File: src/rtl/led_pkg.sv
// Shared mode codes and seed helper for the LED pattern engine.
// Optional PWM dimming is built only when LED_PWM_EN is defined.
package led_pkg;

    localparam int MODE_W = 3;

    localparam logic [MODE_W-1:0] MODE_UP   = 3'd0;
    localparam logic [MODE_W-1:0] MODE_DOWN = 3'd1;
    localparam logic [MODE_W-1:0] MODE_ROTL = 3'd2;
    localparam logic [MODE_W-1:0] MODE_ROTR = 3'd3;
    localparam logic [MODE_W-1:0] MODE_PING = 3'd4;
    localparam logic [MODE_W-1:0] MODE_LAST = MODE_PING;

    localparam logic DIR_LEFT  = 1'b0;
    localparam logic DIR_RIGHT = 1'b1;

    // Pattern loaded when a mode becomes active; callers truncate to width.
    function automatic logic [31:0] seed(input logic [MODE_W-1:0] mode, input int width);
        case (mode)
            MODE_DOWN:            seed = 32'hFFFF_FFFF >> (32 - width);
            MODE_ROTL, MODE_PING: seed = 32'd1;
            MODE_ROTR:            seed = 32'd1 << (width - 1);
            default:              seed = 32'd0;
        endcase
    endfunction

endpackage

File: src/rtl/led_pattern_engine_if.sv
// Step/mode handshake between the LED control block (master) and the
// pattern engine (slave). LED_PWM_EN does not change this interface.
interface led_pattern_engine_if;
    import led_pkg::*;

    logic              en;
    logic              mode_load;
    logic [MODE_W-1:0] mode_sel;
    logic [MODE_W-1:0] mode_cur;
    logic              mode_busy;
    logic              mode_err;

    modport master (
        output en, mode_load, mode_sel,
        input  mode_cur, mode_busy, mode_err
    );

    modport slave (
        input  en, mode_load, mode_sel,
        output mode_cur, mode_busy, mode_err
    );

endinterface

File: src/rtl/led_pwm.sv
// Free-running brightness counter and duty compare; instantiated by the
// pattern engine only when LED_PWM_EN is defined.
module led_pwm #(
    parameter int PWM_BITS = 8
) (
    input  logic                clk,
    input  logic                rst,
    input  logic [PWM_BITS-1:0] duty,
    output logic                on
);

    logic [PWM_BITS-1:0] cnt_p1;

    always_ff @(posedge clk) begin
        if (rst) begin
            cnt_p1 <= '0;
        end else begin
            cnt_p1 <= cnt_p1 + PWM_BITS'(1);
        end
    end

    // duty is compared live so brightness changes apply immediately
    assign on = (cnt_p1 < duty);

endmodule

File: src/rtl/led_pattern_engine.sv
// LED pattern engine: steps a WIDTH-bit pattern once per strobe in one of five
// modes, with a load handshake for mode changes. LED_PWM_EN adds duty dimming.
module led_pattern_engine
    import led_pkg::*;
#(
    parameter int WIDTH    = 4,
    parameter int PWM_BITS = 8
) (
    input  logic                 clk,
    input  logic                 rst,
    led_pattern_engine_if.slave  ctrl,
`ifdef LED_PWM_EN
    input  logic [PWM_BITS-1:0]  duty,
`endif
    output logic [WIDTH-1:0]     led,
    output logic                 wrap
);

    if (WIDTH < 2 || PWM_BITS < 1) begin : g_bad_param
        $error("led_pattern_engine: WIDTH must be >= 2 and PWM_BITS >= 1");
    end

    logic [WIDTH-1:0]  pat_p1;
    logic [WIDTH-1:0]  pat_nxt;
    logic [WIDTH-1:0]  seed_val;
    logic [MODE_W-1:0] mode_p1;
    logic [MODE_W-1:0] pend_p1;
    logic              pend_vld_p1;
    logic              dir_p1;
    logic              dir_nxt;
    logic              wrap_p1;
    logic              wrap_nxt;
    logic              err_p1;
    logic              sel_valid;

    assign sel_valid = (ctrl.mode_sel <= MODE_LAST);
    assign seed_val  = WIDTH'(seed(pend_p1, WIDTH));

    // Result of one strobe: either apply the pending mode or step the pattern
    always_comb begin
        pat_nxt  = pat_p1;
        dir_nxt  = dir_p1;
        wrap_nxt = 1'b0;
        if (pend_vld_p1) begin
            pat_nxt = seed_val;
            dir_nxt = DIR_LEFT;
        end else begin
            case (mode_p1)
                MODE_UP: begin
                    pat_nxt  = pat_p1 + WIDTH'(1);
                    wrap_nxt = &pat_p1;
                end
                MODE_DOWN: begin
                    pat_nxt  = pat_p1 - WIDTH'(1);
                    wrap_nxt = ~|pat_p1;
                end
                MODE_ROTL: begin
                    pat_nxt  = {pat_p1[WIDTH-2:0], pat_p1[WIDTH-1]};
                    wrap_nxt = pat_p1[WIDTH-1];
                end
                MODE_ROTR: begin
                    pat_nxt  = {pat_p1[0], pat_p1[WIDTH-1:1]};
                    wrap_nxt = pat_p1[0];
                end
                MODE_PING: begin
                    if (dir_p1 == DIR_LEFT) begin
                        pat_nxt = pat_p1 << 1;
                        if (pat_nxt[WIDTH-1]) dir_nxt = DIR_RIGHT;
                    end else begin
                        pat_nxt = pat_p1 >> 1;
                        if (pat_nxt[0]) begin
                            dir_nxt  = DIR_LEFT;
                            wrap_nxt = 1'b1;
                        end
                    end
                end
                default: ;
            endcase
        end
    end

    // Stage p1: pattern, mode and handshake state
    always_ff @(posedge clk) begin
        if (rst) begin
            pat_p1      <= '0;
            mode_p1     <= MODE_UP;
            pend_vld_p1 <= 1'b0;
            dir_p1      <= DIR_LEFT;
            wrap_p1     <= 1'b0;
            err_p1      <= 1'b0;
        end else begin
            err_p1  <= ctrl.mode_load && !sel_valid;
            wrap_p1 <= ctrl.en && wrap_nxt;
            if (ctrl.en) begin
                pat_p1 <= pat_nxt;
                dir_p1 <= dir_nxt;
                if (pend_vld_p1) mode_p1 <= pend_p1;
            end
            // A load in the same cycle as a strobe stays pending for the next one
            if (ctrl.mode_load && sel_valid) begin
                pend_vld_p1 <= 1'b1;
            end else if (ctrl.en) begin
                pend_vld_p1 <= 1'b0;
            end
        end
    end

    always_ff @(posedge clk) begin
        if (ctrl.mode_load && sel_valid) pend_p1 <= ctrl.mode_sel;
    end

    assign ctrl.mode_cur  = mode_p1;
    assign ctrl.mode_busy = pend_vld_p1;
    assign ctrl.mode_err  = err_p1;
    assign wrap           = wrap_p1;

`ifdef LED_PWM_EN
    logic pwm_on;

    led_pwm #(.PWM_BITS(PWM_BITS)) u_pwm (
        .clk  (clk),
        .rst  (rst),
        .duty (duty),
        .on   (pwm_on)
    );

    assign led = pat_p1 & {WIDTH{pwm_on}};
`else
    assign led = pat_p1;
`endif

endmodule

File: src/flat_wrapper.sv
// flat-port wrapper written by rule: the top's interface ports become plain ports
module led_pattern_engine_flat import led_pkg::*;
#(
    parameter int WIDTH    = 4,
    parameter int PWM_BITS = 8
)
  (clk, rst, led, wrap, ctrl_en, ctrl_mode_load, ctrl_mode_sel, ctrl_mode_cur, ctrl_mode_busy, ctrl_mode_err);
  led_pattern_engine_if ctrl_i ();
  input  logic clk;
  input  logic rst;
  output logic [WIDTH-1:0] led;
  output logic wrap;
  input wire logic [$bits(ctrl_i.en)-1:0] ctrl_en;
  input wire logic [$bits(ctrl_i.mode_load)-1:0] ctrl_mode_load;
  input wire logic [$bits(ctrl_i.mode_sel)-1:0] ctrl_mode_sel;
  output wire logic [$bits(ctrl_i.mode_cur)-1:0] ctrl_mode_cur;
  output wire logic [$bits(ctrl_i.mode_busy)-1:0] ctrl_mode_busy;
  output wire logic [$bits(ctrl_i.mode_err)-1:0] ctrl_mode_err;
  assign ctrl_i.en = ctrl_en;
  assign ctrl_i.mode_load = ctrl_mode_load;
  assign ctrl_i.mode_sel = ctrl_mode_sel;
  assign ctrl_mode_cur = ctrl_i.mode_cur;
  assign ctrl_mode_busy = ctrl_i.mode_busy;
  assign ctrl_mode_err = ctrl_i.mode_err;
  led_pattern_engine #(.WIDTH(WIDTH), .PWM_BITS(PWM_BITS)) u_core (.clk(clk), .rst(rst), .ctrl(ctrl_i), .led(led), .wrap(wrap));
endmodule
File: config.mk
export PLATFORM = sky130hd
export DESIGN_NAME = led_pattern_engine_flat
export DESIGN_NICKNAME = d
export VERILOG_FILES = /design/src/rtl/led_pkg.sv /design/src/rtl/led_pattern_engine_if.sv /design/src/rtl/led_pwm.sv /design/src/rtl/led_pattern_engine.sv /design/src/flat_wrapper.sv
export SDC_FILE = /design/constraint.sdc
export NUM_CORES = 1
export LEC_CHECK = 0
export BUFFER_PORTS_ARGS = -buffer_cell sky130_fd_sc_hd__buf_2
export CELL_PAD_IN_SITES_DETAIL_PLACEMENT = 0
export CELL_PAD_IN_SITES_GLOBAL_PLACEMENT = 1
export CORE_UTILIZATION = 39
export CTS_CLUSTER_SIZE = 24
export DETAILED_ROUTE_END_ITERATION = 10
export HOLD_SLACK_MARGIN = 0.06
export PLACE_DENSITY = 0.8
export REMOVE_ABC_BUFFERS = 1
export SYNTH_ARGS = -nofsm -noshare
export SYNTH_HDL_FRONTEND = slang
export SYNTH_SLANG_ARGS = --single-unit
File: constraint.sdc
create_clock -name clk -period 2.5 [get_ports clk]
set_clock_uncertainty 0.2 [all_clocks]
set_input_delay 0.125 -clock clk [delete_from_list [all_inputs] [get_ports clk]]
set_output_delay 0.125 -clock clk [all_outputs]
set_load 0.1 [all_outputs]
==> impl_metrics.yaml, run 1 <==
synthesis:
  ys_seq_elements: 14
  yosysWarnings: 0
  synth_compound_area_share_pct: 24.0
  synth_top_family_by_area: "simple AND/OR/NAND/NOR gates"
  synthAdderAreaFrac_pct: 1.38
  synth_area_um2: 908
  synth_area_leaders: "dfxtp_1 24%, edfxtp_1 9.9%, nand3_1 5.0%"
  async_reset_ff_share_pct: 0
  muxShareOfSynthArea_pct: 3.31
  yosysMostFrequentCell: "dfxtp_1"
  synth_xor_area_share_pct: 3.86
  ys.flop_type: "dfxtp_1"
  synth.top_cells.by_count: "11 x dfxtp_1, 9 x nand3_1, 9 x nor2_1, 8 x a21oi_1, 7 x nand2_1"
  synth_cells: 113
  yosysTopAreaCellShare_pct: 24.2
  synth_area_leader_cell: "dfxtp_1"
  avgSynthCellArea_um2: 8.04
  ys_types: 40
  synth_edf_count: 3
  yosysSeqAreaShare_pct: 34.2
  synthSimpleGateAreaFrac_pct: 26.7
flow_run:
  drv_cap: 0
global_routing:
  grt_pass1_wl_um: 3660
  first_global_vias: 780
  grt_overflow: 0
  antenna_found_initial: 0
  grt_max_degree: 19
  globalRouteTotalUtil_pct: 19.0
placement:
  io_buffers: 16
  routabilityCongestion: 0.820
  hpwl_um: 1510
  preCtsSetupSlack_ps: 310
  post-place-cells: 151
floorplanning:
  core_um2: 2210
  io_pins: 17
  row_count: 17
  die_height_um: 50.3
  initial_core_util_pct: 41.1
  die_x_um: 50.3
  dieArea_um2: 2530
sta:
  rsz0062_at_grt: "false"
  setup_viol: 0
  setup_slack_ps: 297
  hold_viol: 0
  tns_ps: 0
  slew_violations: 0
  timing.final.crit_share_pct: 88.1
  maxSlewHeadroom_pct: 66.4
  period_minus_slack_ps: 2200
  max_freq_mhz: 454
  worstMarginPinSlew_ps: 503
  hold_slack_ps: 333
critical_path:
  path_cells: "nor3b_1 -> xor2_1 -> ha_1 -> or3_1 -> a211oi_1 -> o221ai_1 -> a211oi_1"
  cp-end-kind: "flip-flop"
  critical_path_class: "flip-flop to flip-flop"
  max_stage_delay_ps: 360
  crit_family: "simple AND/OR/NAND/NOR gates"
  worst-path-buf-inv: 0
  slowest_stage: "nor3b_1"
  ff2ff_setup_slack_ps: 300
  cp_common_cell: "a211oi_1"
  path_max_fanout: 3
  cp_data_arrival_time_ps: 2200
  start_kind: "flip-flop"
  cp.required_ps: 2500
clock_tree:
  cts.htree.levels: 1
  cts_resized: 0
  clkSinkCount: 14
  path_clk_slew_ps: 80
  numCtsBuffers: 3
  cts_tree: "yes"
  max-clock-path-buffers: 2
  postCtsSetupBuffers: 0
  clkLatencyLatePin_ps: 270
  root_buffer: "clkbuf_4"
hold_path:
  hold_class: "flip-flop to flip-flop"
finish:
  area_delta_synth_final_pct: 22.3
  final_cells: 163
  antennaDiodeCount: 0
  regArea_um2: 310
  final_nets: 144
  drive_gt1_share_pct: 17.8
  multi_input_area_um2: 538
  n_fill_cell: 240
routing:
  drcViolationCount: 0
  drt_iter0_drc: 28
  postRouteAntennaNets: 0
  drt-vias-per-instance: 5.69
  drt_wl_total_um: 2170
  vias: 927
  post_drt_wl_per_cell_um: 13.3
  dr.pass1.iters: 4
run_status:
  status: "finished clean"
pwr:
  p_sw_share_pct: 37.2
  seqPwrFrac_pct: 47.0
  pwr_density_cell_nw_per_um2: 510
  ir_drop_mv: 0.399
  p_int_uw: 356
  p_leak_uw: 0.000432
  power_uw: 567
  clkPwrFrac_pct: 22.6
  p_sw_uw: 211
  power_frac_comb_pct: 30.5
## cell families (layout without fill, tap and decap cells)
| group | count (synthesis) | count (layout) |
|---|---|---|
| AO/OA/AOI/OAI | 33 | 33 |
| flip-flops | 14 | 14 |
| adder cells (fa/ha/maj) | 1 | 1 |
| multiplexers | 3 | 3 |
| buffers and inverters | 13 | 35 |
| AND/OR/NAND/NOR | 45 | 45 |
| XOR/XNOR | 4 | 4 |
## area by class of cell
cell class | count | area share [%]
repair buffers | 28 | 17.1
well taps | 28 | 3.15
inverters | 3 | 1.01
clock buffers | 3 | 2.03
clock inverters | 1 | 0.338
flip-flops and latches | 14 | 27.9
multi-input cells | 86 | 48.4
## worst reg2reg max path: stages, from the launching register on
cell and delay (ps):
dfxtp_1 330, nor3b_1 360, xor2_1 120, ha_1 230, or3_1 300, a211oi_1 240
o221ai_1 150, a211oi_1 200
## sequential cells by signal, summed over array words and instances (netlist names)
signal	cells
u_core.ctrl.mode_busy	1
u_core.ctrl.mode_cur	3
u_core.ctrl.mode_err	1
u_core.dir_p1	1
u_core.led	4
u_core.pend_p1	3
u_core.wrap	1
## what timing repair did
action,CTS,global route
endpoints found under the setup margin,0,0
hold buffers,8,0
hold endpoints to repair,13,0
## layer usage
metal / up-vias / track usage (%) / share of wire, %
li1: 464 / - / -
met1: 427 / 24.1 / 45
met2: 34 / 31.8 / 48
met3: 2 / 4.85 / 7.0
met4: 0 / 4.29 / 0.55
met5: - / 0 / 0
## final timing paths
| kind | from | to | cells after the start |
|---|---|---|---|
| worst max-delay path | u_core.ctrl.mode_cur[0] | u_core.led[2] | 7 |
| worst min-delay path | u_core.dir_p1 | u_core.dir_p1 | 2 |
| worst max register to register | u_core.ctrl.mode_cur[0] | u_core.led[2] | 7 |
| worst min register to register | u_core.dir_p1 | u_core.dir_p1 | 2 |
## power groups by stage
| stage | combinational [uW] | sequential (uW) | clock, uW |
|---|---|---|---|
| after global placement | 163 | 271 | 0 |
| after detailed placement | 163 | 272 | 0 |
| after CTS | 173 | 266 | 134 |
| final | 173 | 266 | 128 |
| after global routing | 186 | 269 | 146 |
| after floorplan | 54.0 | 340 | 0 |
## layout by cell type, fill, tap and decap left out, types with 2 or more instances in the layout
cell           instances
o211ai_1               3
xnor2_1                2
xor2_1                 2
buf_2                 16
o21ai_0                6
dfxtp_1               11
a21oi_1                8
dlygate4sd3_1          8
buf_4                  4
clkbuf_4               3
or3_1                  2
edfxtp_1               3
nor3_1                 2
o221ai_1               2
nor2_1                 9
o22ai_1                2
nor3b_1                5
nor2b_1                4
nand2_1                7
a211oi_1               3
mux2i_1                3
inv_1                  3
nand3_1                9
## per-stage QoR
step	util, %	cell area, um2
4_1_cts	50.2	1110
3_5_place_dp	45.4	1000
5_1_grt	50.2	1110
6_report	50.2	1110
2_1_floorplan	-	860
3_3_place_gp	45.4	1000
Note: power is estimated with default switching activity, not from simulation.
==> run 2: changes to the inputs <==
--- a/config.mk
+++ b/config.mk
@@ -9,4 +9,5 @@
 export CELL_PAD_IN_SITES_DETAIL_PLACEMENT = 0
 export CELL_PAD_IN_SITES_GLOBAL_PLACEMENT = 1
+export CORE_MARGIN = 2
 export CORE_UTILIZATION = 39
 export CTS_CLUSTER_SIZE = 24
==> constraint.sdc (replaced) <==
create_clock -name clk -period 2.5 [get_ports clk]
set_clock_uncertainty 0.2 [all_clocks]
set_input_delay 0.5 -clock clk [delete_from_list [all_inputs] [get_ports clk]]
set_output_delay 0.5 -clock clk [all_outputs]
set_load 0.1 [all_outputs]
==> impl_metrics.yaml, run 2 (synthesis results as in run 1) <==
placement:
  routabilityCongestion: 0.882
  hpwl_um: 1500
  io_buffers: 16
routing:
  drt_wl_total_um: 2160
  dr.pass1.iters: 4
  post_drt_wl_per_cell_um: 14.0
  drcViolationCount: 0
  postRouteAntennaNets: 0
  vias: 901
  drt_iter0_drc: 24
  drt-vias-per-instance: 5.85
clock_tree:
  numCtsBuffers: 3
  clkLatencyLatePin_ps: 280
  root_buffer: "clkbuf_4"
  clkSinkCount: 14
  cts_resized: 0
  cts_hold_buf: 0
  cts_tree: "yes"
  max-clock-path-buffers: 2
  cts.htree.levels: 1
  path_clk_slew_ps: 90
  postCtsSetupBuffers: 0
critical_path:
  path_max_fanout: 3
  ff2ff_setup_slack_ps: 230
  ff2ff_path_depth: 7
  crit_family: "simple AND/OR/NAND/NOR gates"
  start_kind: "flip-flop"
  cp-end-kind: "flip-flop"
  cp_data_arrival_time_ps: 2270
  critPathLaunch: "u_core.ctrl.mode_cur[0]"
  worst-path-buf-inv: 0
  r2r-start: "u_core.ctrl.mode_cur[0]"
  cp_common_cell: "a211oi_1"
  reg2reg_to: "u_core.led[2]"
  path_cells: "nor3b_1 -> xor2_1 -> ha_1 -> or3_1 -> a211oi_1 -> o221ai_1 -> a211oi_1"
  cp.required_ps: 2510
  slowest_stage: "nor3b_1"
  critical_path_class: "flip-flop to flip-flop"
  max_stage_delay_ps: 370
finish:
  area_delta_synth_final_pct: 12.7
  layout_commonest_cell: "buf_2"
  antennaDiodeCount: 0
  largest_register_ffs: 4
  final_cell_mix: "16 x buf_2, 11 x dfxtp_1, 9 x nand3_1, 9 x nor2_1, 8 x a21oi_1"
  final_nets: 135
  n_fill_cell: 244
  drive_gt1_share_pct: 18.3
pwr:
  ir_drop_mv: 0.412
  p_leak_uw: 0.000389
  pwr_density_cell_nw_per_um2: 548
  power_uw: 561
floorplanning:
  die_x_um: 52.3
  die_height_um: 52.3
  row_count: 17
  io_pins: 17
  dieArea_um2: 2730
  initial_core_util_pct: 41.1
  core_um2: 2210
sta:
  setup_viol: 0
  hold_slack_ps: 200
  worstMarginPinSlew_ps: 497
  period_minus_slack_ps: 2270
  hold_viol: 0
  slew_violations: 0
  timing.final.crit_share_pct: 90.7
  maxSlewHeadroom_pct: 66.8
  rsz0062_at_grt: "false"
  max_freq_mhz: 441
global_routing:
  first_global_vias: 795
  grt_overflow: 0
  grt_pass1_wl_um: 3640
  globalRouteTotalUtil_pct: 17.9
  antenna_found_initial: 0
  grt_max_degree: 19
flow_run:
  drv_cap: 0
hold_path:
  hold_class: "input port to flip-flop"
  min_to: "u_core.pend_p1[2]"
  holdPathStages: 1
  hold_path_startpoint: "ctrl_mode_sel[2]"
run_status:
  status: "finished clean"
==> run 2: cell count changes in the layout (fill, tap and decap cells not counted) <==
cell	delta
dlygate4sd3_1	-8
buf_4	-1
==> run 2: where the power goes <==
group | internal, uW | switching, uW | total (uW)
Clock | 58.0 | 75.5 | 133
Combinational | 43.0 | 113 | 156
Sequential | 245 | 26.3 | 271
==> run 2: worst register-to-register path: cells and delay by family, from the launching register on <==
family / cells / cell delay [ps]
xor+xnor: 1 / 120
compound gates: 3 / 620
simple gates: 2 / 680
flops: 1 / 330
fa+ha+maj: 1 / 240
==> run 2: worst max-delay path by stage <==
| stage | cells after the start | end |
|---|---|---|
| after floorplan | 7 | u_core.led[2] |
| after global placement | 7 | u_core.led[2] |
| after detailed placement | 7 | u_core.led[2] |
| after CTS | 7 | u_core.led[2] |
| after global routing | 7 | u_core.led[2] |
| final | 7 | u_core.led[2] |
==> run 2: layer usage <==
metal | vias up | share of wire, % | global-route usage [%] | routed length [um]
met4 | 0 | 1.8 | 8.12 | 39
met3 | 4 | 7.5 | 5.14 | 162
met1 | 417 | 46 | 24.1 | 995
li1 | 445 | - | - | -
met5 | - | 0 | 0 | 0
met2 | 35 | 45 | 26.4 | 963
==> run 2: layout make-up <==
class / count / area, um2 / area share, %
Clock buffer: 3 / 22.5 / 2.20
Clock inverter: 1 / 3.75 / 0.367
Inverter: 3 / 11.3 / 1.10
Multi-Input combinational cell: 86 / 538 / 52.6
Sequential cell: 14 / 310 / 30.3
Tap cell: 28 / 35.0 / 3.42
Timing Repair Buffer: 19 / 103 / 10.0
==> run 2: per-stage QoR <==
step                TNS [ps]  instance area (um2)  instances  util (%)  setup slack [ps]
detailed placement         0                  997        150      45.1               291
global placement           0                  997        150      45.1               368
CTS                        0                 1020        154      46.3               258
global route               0                 1020        154      46.3               107
finish                     0                 1020        154      46.3               231
floorplan               -651                  860        103         -              -593
